[src/rtl/flag_pkg.sv]
// flag_pkg: shared definitions for the processor-status flag path.
//   FLAG_* : bit positions of the ALU flags inside a flag vector
//   FLAG_W : default flag-vector width
//   flag_t : flag vector type for ALU producers and branch-condition decode
//   stk_req_t : raw push/pop request bundle into the shadow stack
package flag_pkg;
  localparam int FLAG_C = 0;
  localparam int FLAG_L = 1;
  localparam int FLAG_F = 2;
  localparam int FLAG_Z = 3;
  localparam int FLAG_N = 4;
  localparam int FLAG_W = 5;

  typedef logic [FLAG_W-1:0] flag_t;

  typedef struct packed {
    logic push;
    logic pop;
  } stk_req_t;
endpackage

[src/rtl/flag_lifo.sv]
// flag_lifo: LIFO shadow stack for flag context.
//   clk, reset : clock, synchronous active-high reset (clears depth only)
//   req        : raw push/pop request; push+pop on a non-empty stack is a swap
//   wdata      : value saved on push/swap (live flags before the edge)
//   rdata      : current stack top, stack[depth-1]
//   depth      : valid entries; full/empty decoded from it
//   pop_ok     : a pop or swap is being accepted this cycle (live flags take rdata)
//   ovf, unf   : single-cycle error events for the sticky bits in the wrapper
module flag_lifo
  import flag_pkg::*;
#(
  parameter  int WIDTH = FLAG_W,
  parameter  int DEPTH = 4,
  localparam int CW    = $clog2(DEPTH + 1)
) (
  input  logic             clk,
  input  logic             reset,
  input  stk_req_t         req,
  input  logic [WIDTH-1:0] wdata,
  output logic [WIDTH-1:0] rdata,
  output logic [CW-1:0]    depth,
  output logic             full,
  output logic             empty,
  output logic             pop_ok,
  output logic             ovf,
  output logic             unf
);
  // Storage is sized to the full range of the depth counter so it can be
  // indexed without resizing; slots at DEPTH and above are never written.
  localparam int SLOTS = 1 << CW;

  logic [WIDTH-1:0] mem [SLOTS];
  logic [CW-1:0]    top_idx;
  logic             push_eff;
  logic             push_ok;
  logic             swap;

  assign full    = (depth == CW'(DEPTH));
  assign empty   = (depth == '0);
  assign top_idx = depth - CW'(1);
  assign rdata   = mem[top_idx];

  // A swap needs a non-empty stack; on an empty stack push+pop degrades to
  // a plain push (with its own full check) and still flags the underflow.
  assign pop_ok   = req.pop & ~empty;
  assign swap     = req.push & pop_ok;
  assign push_eff = req.push & ~pop_ok;
  assign push_ok  = push_eff & ~full;
  assign ovf      = push_eff & full;
  assign unf      = req.pop & empty;

  always_ff @(posedge clk) begin
    if (reset) depth <= '0;
    else if (push_ok) depth <= depth + CW'(1);
    else if (pop_ok && !swap) depth <= depth - CW'(1);
  end

  // Storage is not reset: entries at or above depth are never observable.
  always_ff @(posedge clk) begin
    if (!reset) begin
      if (push_ok) mem[depth] <= wdata;
      else if (swap) mem[top_idx] <= wdata;
    end
  end
endmodule

[src/rtl/flag_ctx_reg.sv]
// flag_ctx_reg: live processor-status flag register with masked ALU updates,
// full-word software load and a shadow stack for context save/restore.
//   clk, reset       : clock, synchronous active-high reset
//   flag_in/flag_we  : ALU flag values and per-bit update mask
//   sw_in/sw_we      : software PSR load of all live flags
//   push/pop         : save / restore live flags (both = swap with stack top)
//   err_clr          : clear sticky errors (a same-cycle error wins)
//   flags_out        : live flags
//   depth/full/empty : shadow-stack occupancy
//   ovf_err/unf_err  : sticky push-while-full / pop-while-empty
module flag_ctx_reg
  import flag_pkg::*;
#(
  parameter  int WIDTH = FLAG_W,
  parameter  int DEPTH = 4,
  localparam int CW    = $clog2(DEPTH + 1)
) (
  input  logic             clk,
  input  logic             reset,
  input  logic [WIDTH-1:0] flag_in,
  input  logic [WIDTH-1:0] flag_we,
  input  logic [WIDTH-1:0] sw_in,
  input  logic             sw_we,
  input  logic             push,
  input  logic             pop,
  input  logic             err_clr,
  output logic [WIDTH-1:0] flags_out,
  output logic [CW-1:0]    depth,
  output logic             full,
  output logic             empty,
  output logic             ovf_err,
  output logic             unf_err
);
  logic [WIDTH-1:0] stk_top;
  logic             pop_ok;
  logic             ovf;
  logic             unf;
  stk_req_t         req;

  assign req = '{push: push, pop: pop};

  flag_lifo #(.WIDTH(WIDTH), .DEPTH(DEPTH)) u_lifo (
    .clk    (clk),
    .reset  (reset),
    .req    (req),
    .wdata  (flags_out),
    .rdata  (stk_top),
    .depth  (depth),
    .full   (full),
    .empty  (empty),
    .pop_ok (pop_ok),
    .ovf    (ovf),
    .unf    (unf)
  );

  // Restore beats software load beats masked ALU update.
  always_ff @(posedge clk) begin
    if (reset) flags_out <= '0;
    else if (pop_ok) flags_out <= stk_top;
    else if (sw_we) flags_out <= sw_in;
    else flags_out <= (flags_out & ~flag_we) | (flag_in & flag_we);
  end

  always_ff @(posedge clk) begin
    if (reset) begin
      ovf_err <= 1'b0;
      unf_err <= 1'b0;
    end else begin
      ovf_err <= ovf | (ovf_err & ~err_clr);
      unf_err <= unf | (unf_err & ~err_clr);
    end
  end
endmodule

[config.mk]
export PLATFORM = sky130hd
export DESIGN_NAME = flag_ctx_reg
export DESIGN_NICKNAME = d
export VERILOG_FILES = /design/src/rtl/flag_pkg.sv /design/src/rtl/flag_lifo.sv /design/src/rtl/flag_ctx_reg.sv
export SDC_FILE = /design/constraint.sdc
export NUM_CORES = 1
export LEC_CHECK = 0
export ABC_AREA = 1
export CORE_UTILIZATION = 54
export DETAILED_ROUTE_END_ITERATION = 12
export PLACE_DENSITY = 0.84
export SYNTH_ARGS = -nofsm -noshare
export SYNTH_HDL_FRONTEND = slang
export SYNTH_SLANG_ARGS = --single-unit
[constraint.sdc]
create_clock -name clk -period 2.7 [get_ports clk]
set_input_delay 0.54 -clock clk [delete_from_list [all_inputs] [get_ports clk]]
set_output_delay 0.54 -clock clk [all_outputs]
set_load 0.05 [all_outputs]
==> flow_summary.toml <==
[critical_path]
critPathRequiredTime_ns = 2.16
ff2ff_path_depth = 10
critPathArrivalTime_ns = 1.82
r2r_start = "u_lifo.depth[0]$_SDFFE_PP0P_"
worst-r2r-setup-slack_ns = 0.52
start_kind = "register"
end_kind = "primary output"
worstReg2RegEnd = "u_lifo.mem[3][4]$_DFFE_PP_"
crit_path_max_fanout = 25
criticalPathCategory = "register to primary output"

[global_routing]
grt_use_met3_pct = 5.92
globalRouteMet1Util_pct = 33.4
grt_start_max_net_pins = 26
grtUsageMet2_pct = 38.8
grt-busiest-layer = "met2"
grt-ovfl-total = 0
grt_pass1_wl_mm = 7.90
grt_pass1_vias = 1578
antenna_found_initial = 0
grt_usage_pct = 25.4

[pwr]
ir_drop_v = 0.000583
switching_share_pct = 41.4
clockPowerShare_pct = 18.0
switchingPower_mw = 1.17
p_per_area_nw_per_um2 = 982
p_int_mw = 1.66
p_leak_nw = 1.18
pwr-share-comb_pct = 46.0
seq_power_share_pct = 35.9

[route]
wl_per_cell_um = 15.8
vias_per_cell = 5.43
antenna_left = 0
wirelength_mm = 5.28
drc_errors = 0
vias = 1818
dr.pass1.iters = 4
drtIter0Drc = 131

[die]
core_um2 = 4120
initial_core_util_pct = 58.0
die_y_um = 68.5
fp.dieW_um = 68.5
die-area_um2 = 4690
num_rows = 23
pin_count = 33

[synthesis]
yosysSeqAreaShare_pct = 58.7
synth_area_um2 = 2390
synth_area_per_cell_um2 = 9.78
synth_cell_types = 26
syn_nets = 268
postSynthCellCount = 244
synth_warnings = 0
ys_ff_latch = 50

[flow_run]
max_cap_viol_count = 0

[finish]
utilization_pct = 70.2
diodes = 0
fin_nets = 308
drive_gt1_share_pct = 13.0
n_fill_cell = 324
syn2layout_area_growth_pct = 21.0

[clocking]
cts_tree = "built"
cts_resized = 0
htree_levels = 2
insertion_delay_ns = 0.30
cts_inserted_buffers = 5
root_buffer = "clkbuf_8"
cts_setup_buffers = 0
cts_hold_buf = 0
cts_buffer_depth = 2
clkSinkCount = 50
path_clk_slew_ns = 0.09

[placement]
gp_congestion = 0.893
port_buffers = 32
dpl.hpwl_mm = 3.65

[worst_hold_path]
hold_path_class = "register to register"
hp-start = "ovf_err$_SDFF_PP0_"
holdPathStages = 2
holdPathEnd = "ovf_err$_SDFF_PP0_"

[timing]
min_period_ns = 2.36
hold_viol_final = 0
fmax_mhz = 423
final.setup.tns_ns = 0
finalCritPeriodShare_pct = 87.6
rsz0062_at_grt = "false"
worst_slew_pin_slew_ns = 0.500
slew-limit-headroom_pct = 66.6
setup_viol = 0
slew_violations = 0
finClkSkew_ns = 0.0128

[status]
status = "finished clean"
-- how the worst max path moves through the flow --
stage	start	endpoint	cells past startpoint
finish	u_lifo.depth[0]$_SDFFE_PP0P_	depth[0]	2
global route	u_lifo.depth[2]$_SDFFE_PP0P_	depth[2]	1
CTS	u_lifo.depth[2]$_SDFFE_PP0P_	depth[2]	1
detailed placement	push	u_lifo.mem[2][4]$_DFFE_PP_	7
global placement	push	u_lifo.mem[6][2]$_DFFE_PP_	7
floorplan	u_lifo.depth[0]$_SDFFE_PP0P_	u_lifo.mem[2][0]$_DFFE_PP_	7
-- layer usage --
metal,vias up,part of all wire [%]
li1,893,-
met4,0,2.4
met5,-,0
met1,838,41
met3,12,6.9
met2,75,50
-- critical path, stage by stage (launching register included) --
cell	delay [ns]
dfxtp_1	0.35
buf_4	0.31
clkdlybuf4s50_1	0.86
-- power by group through the flow --
stage | combinational [mW] | sequential [mW] | clock (mW)
6_report | 1.30 | 1.02 | 0.511
3_5_place_dp | 1.29 | 1.03 | 0
3_3_place_gp | 1.27 | 1.03 | 0
4_1_cts | 1.30 | 1.02 | 0.522
2_1_floorplan | 0.756 | 1.18 | 0
5_1_grt | 1.42 | 1.03 | 0.550
-- layout make-up --
class	count	area, µm²	area share, %
Timing Repair Buffer	41	383	13.3
Multi-Input combinational cell	157	818	28.3
Sequential cell	50	1400	48.5
Tap cell	50	62.6	2.17
Clock inverter	1	30.0	1.04
Clock buffer	7	76.3	2.64
Inverter	29	116	4.03
-- through the flow --
stage	worst slack (ns)	hold slack, ns	std cells	power [mW]	instance area, µm²
3_3_place_gp	0.311	0.453	327	2.31	2780
6_report	0.336	0.470	335	2.84	2890
4_1_cts	0.327	0.475	335	2.84	2890
2_1_floorplan	0.320	0.602	244	1.94	2390
3_5_place_dp	0.216	0.462	327	2.32	2780
5_1_grt	0.241	0.491	335	3.00	2890
-- cell usage after synthesis --
cell type / instances / area (µm²)
nand2_1: 63 / 236
nand3_1: 41 / 205
edfxtp_1: 40 / 1200
inv_1: 24 / 90.1
nor2_1: 12 / 45.0
dfxtp_1: 10 / 200
a21oi_1: 9 / 45.0
o21ai_1: 6 / 30.0
buf_2: 5 / 25.0
o21ai_0: 5 / 25.0
o21ai_2: 4 / 35.0
ha_1: 3 / 37.5
inv_2: 3 / 11.3
xor2_2: 3 / 48.8
buf_6: 2 / 22.5
nand2_2: 2 / 12.5
nand2_4: 2 / 22.5
o211ai_1: 2 / 15.0
a21oi_2: 1 / 8.76
clkbuf_1: 1 / 3.75
clkinv_4: 1 / 8.76
inv_4: 1 / 6.26
nand2_8: 1 / 20.0
nor2_2: 1 / 6.26
xnor2_1: 1 / 8.76
xnor2_2: 1 / 16.3
-- layout by cell type, fill, tap and decap left out, drive strengths merged --
cell and instances:
clkinv 1, nand3 41, buf 11, nand2 68, xor2 3, clkdlybuf4s50 30
a21oi 10, clkbuf 7, nor2 13, inv 28, bufinv 1, o21ai 15
edfxtp 40, o211ai 2, dfxtp 10, ha 3, xnor2 2
-- flip-flops by register name, summed over array words and instances (netlist names), named ones only --
signal and flops:
u_lifo.mem 40, u_lifo.depth 3, ovf_err 1, unf_err 1
-- cells by family (layout without fill, tap and decap cells) --
group / Yosys count / in the layout / synth area share (%)
buf+inv: 37 / 78 / 7.02
xor+xnor: 5 / 5 / 3.09
simple gates: 122 / 122 / 23.0
flops: 50 / 50 / 58.7
compound gates: 27 / 27 / 6.66
fa+ha+maj: 3 / 3 / 1.57
Note: power is estimated with default switching activity, not from simulation.
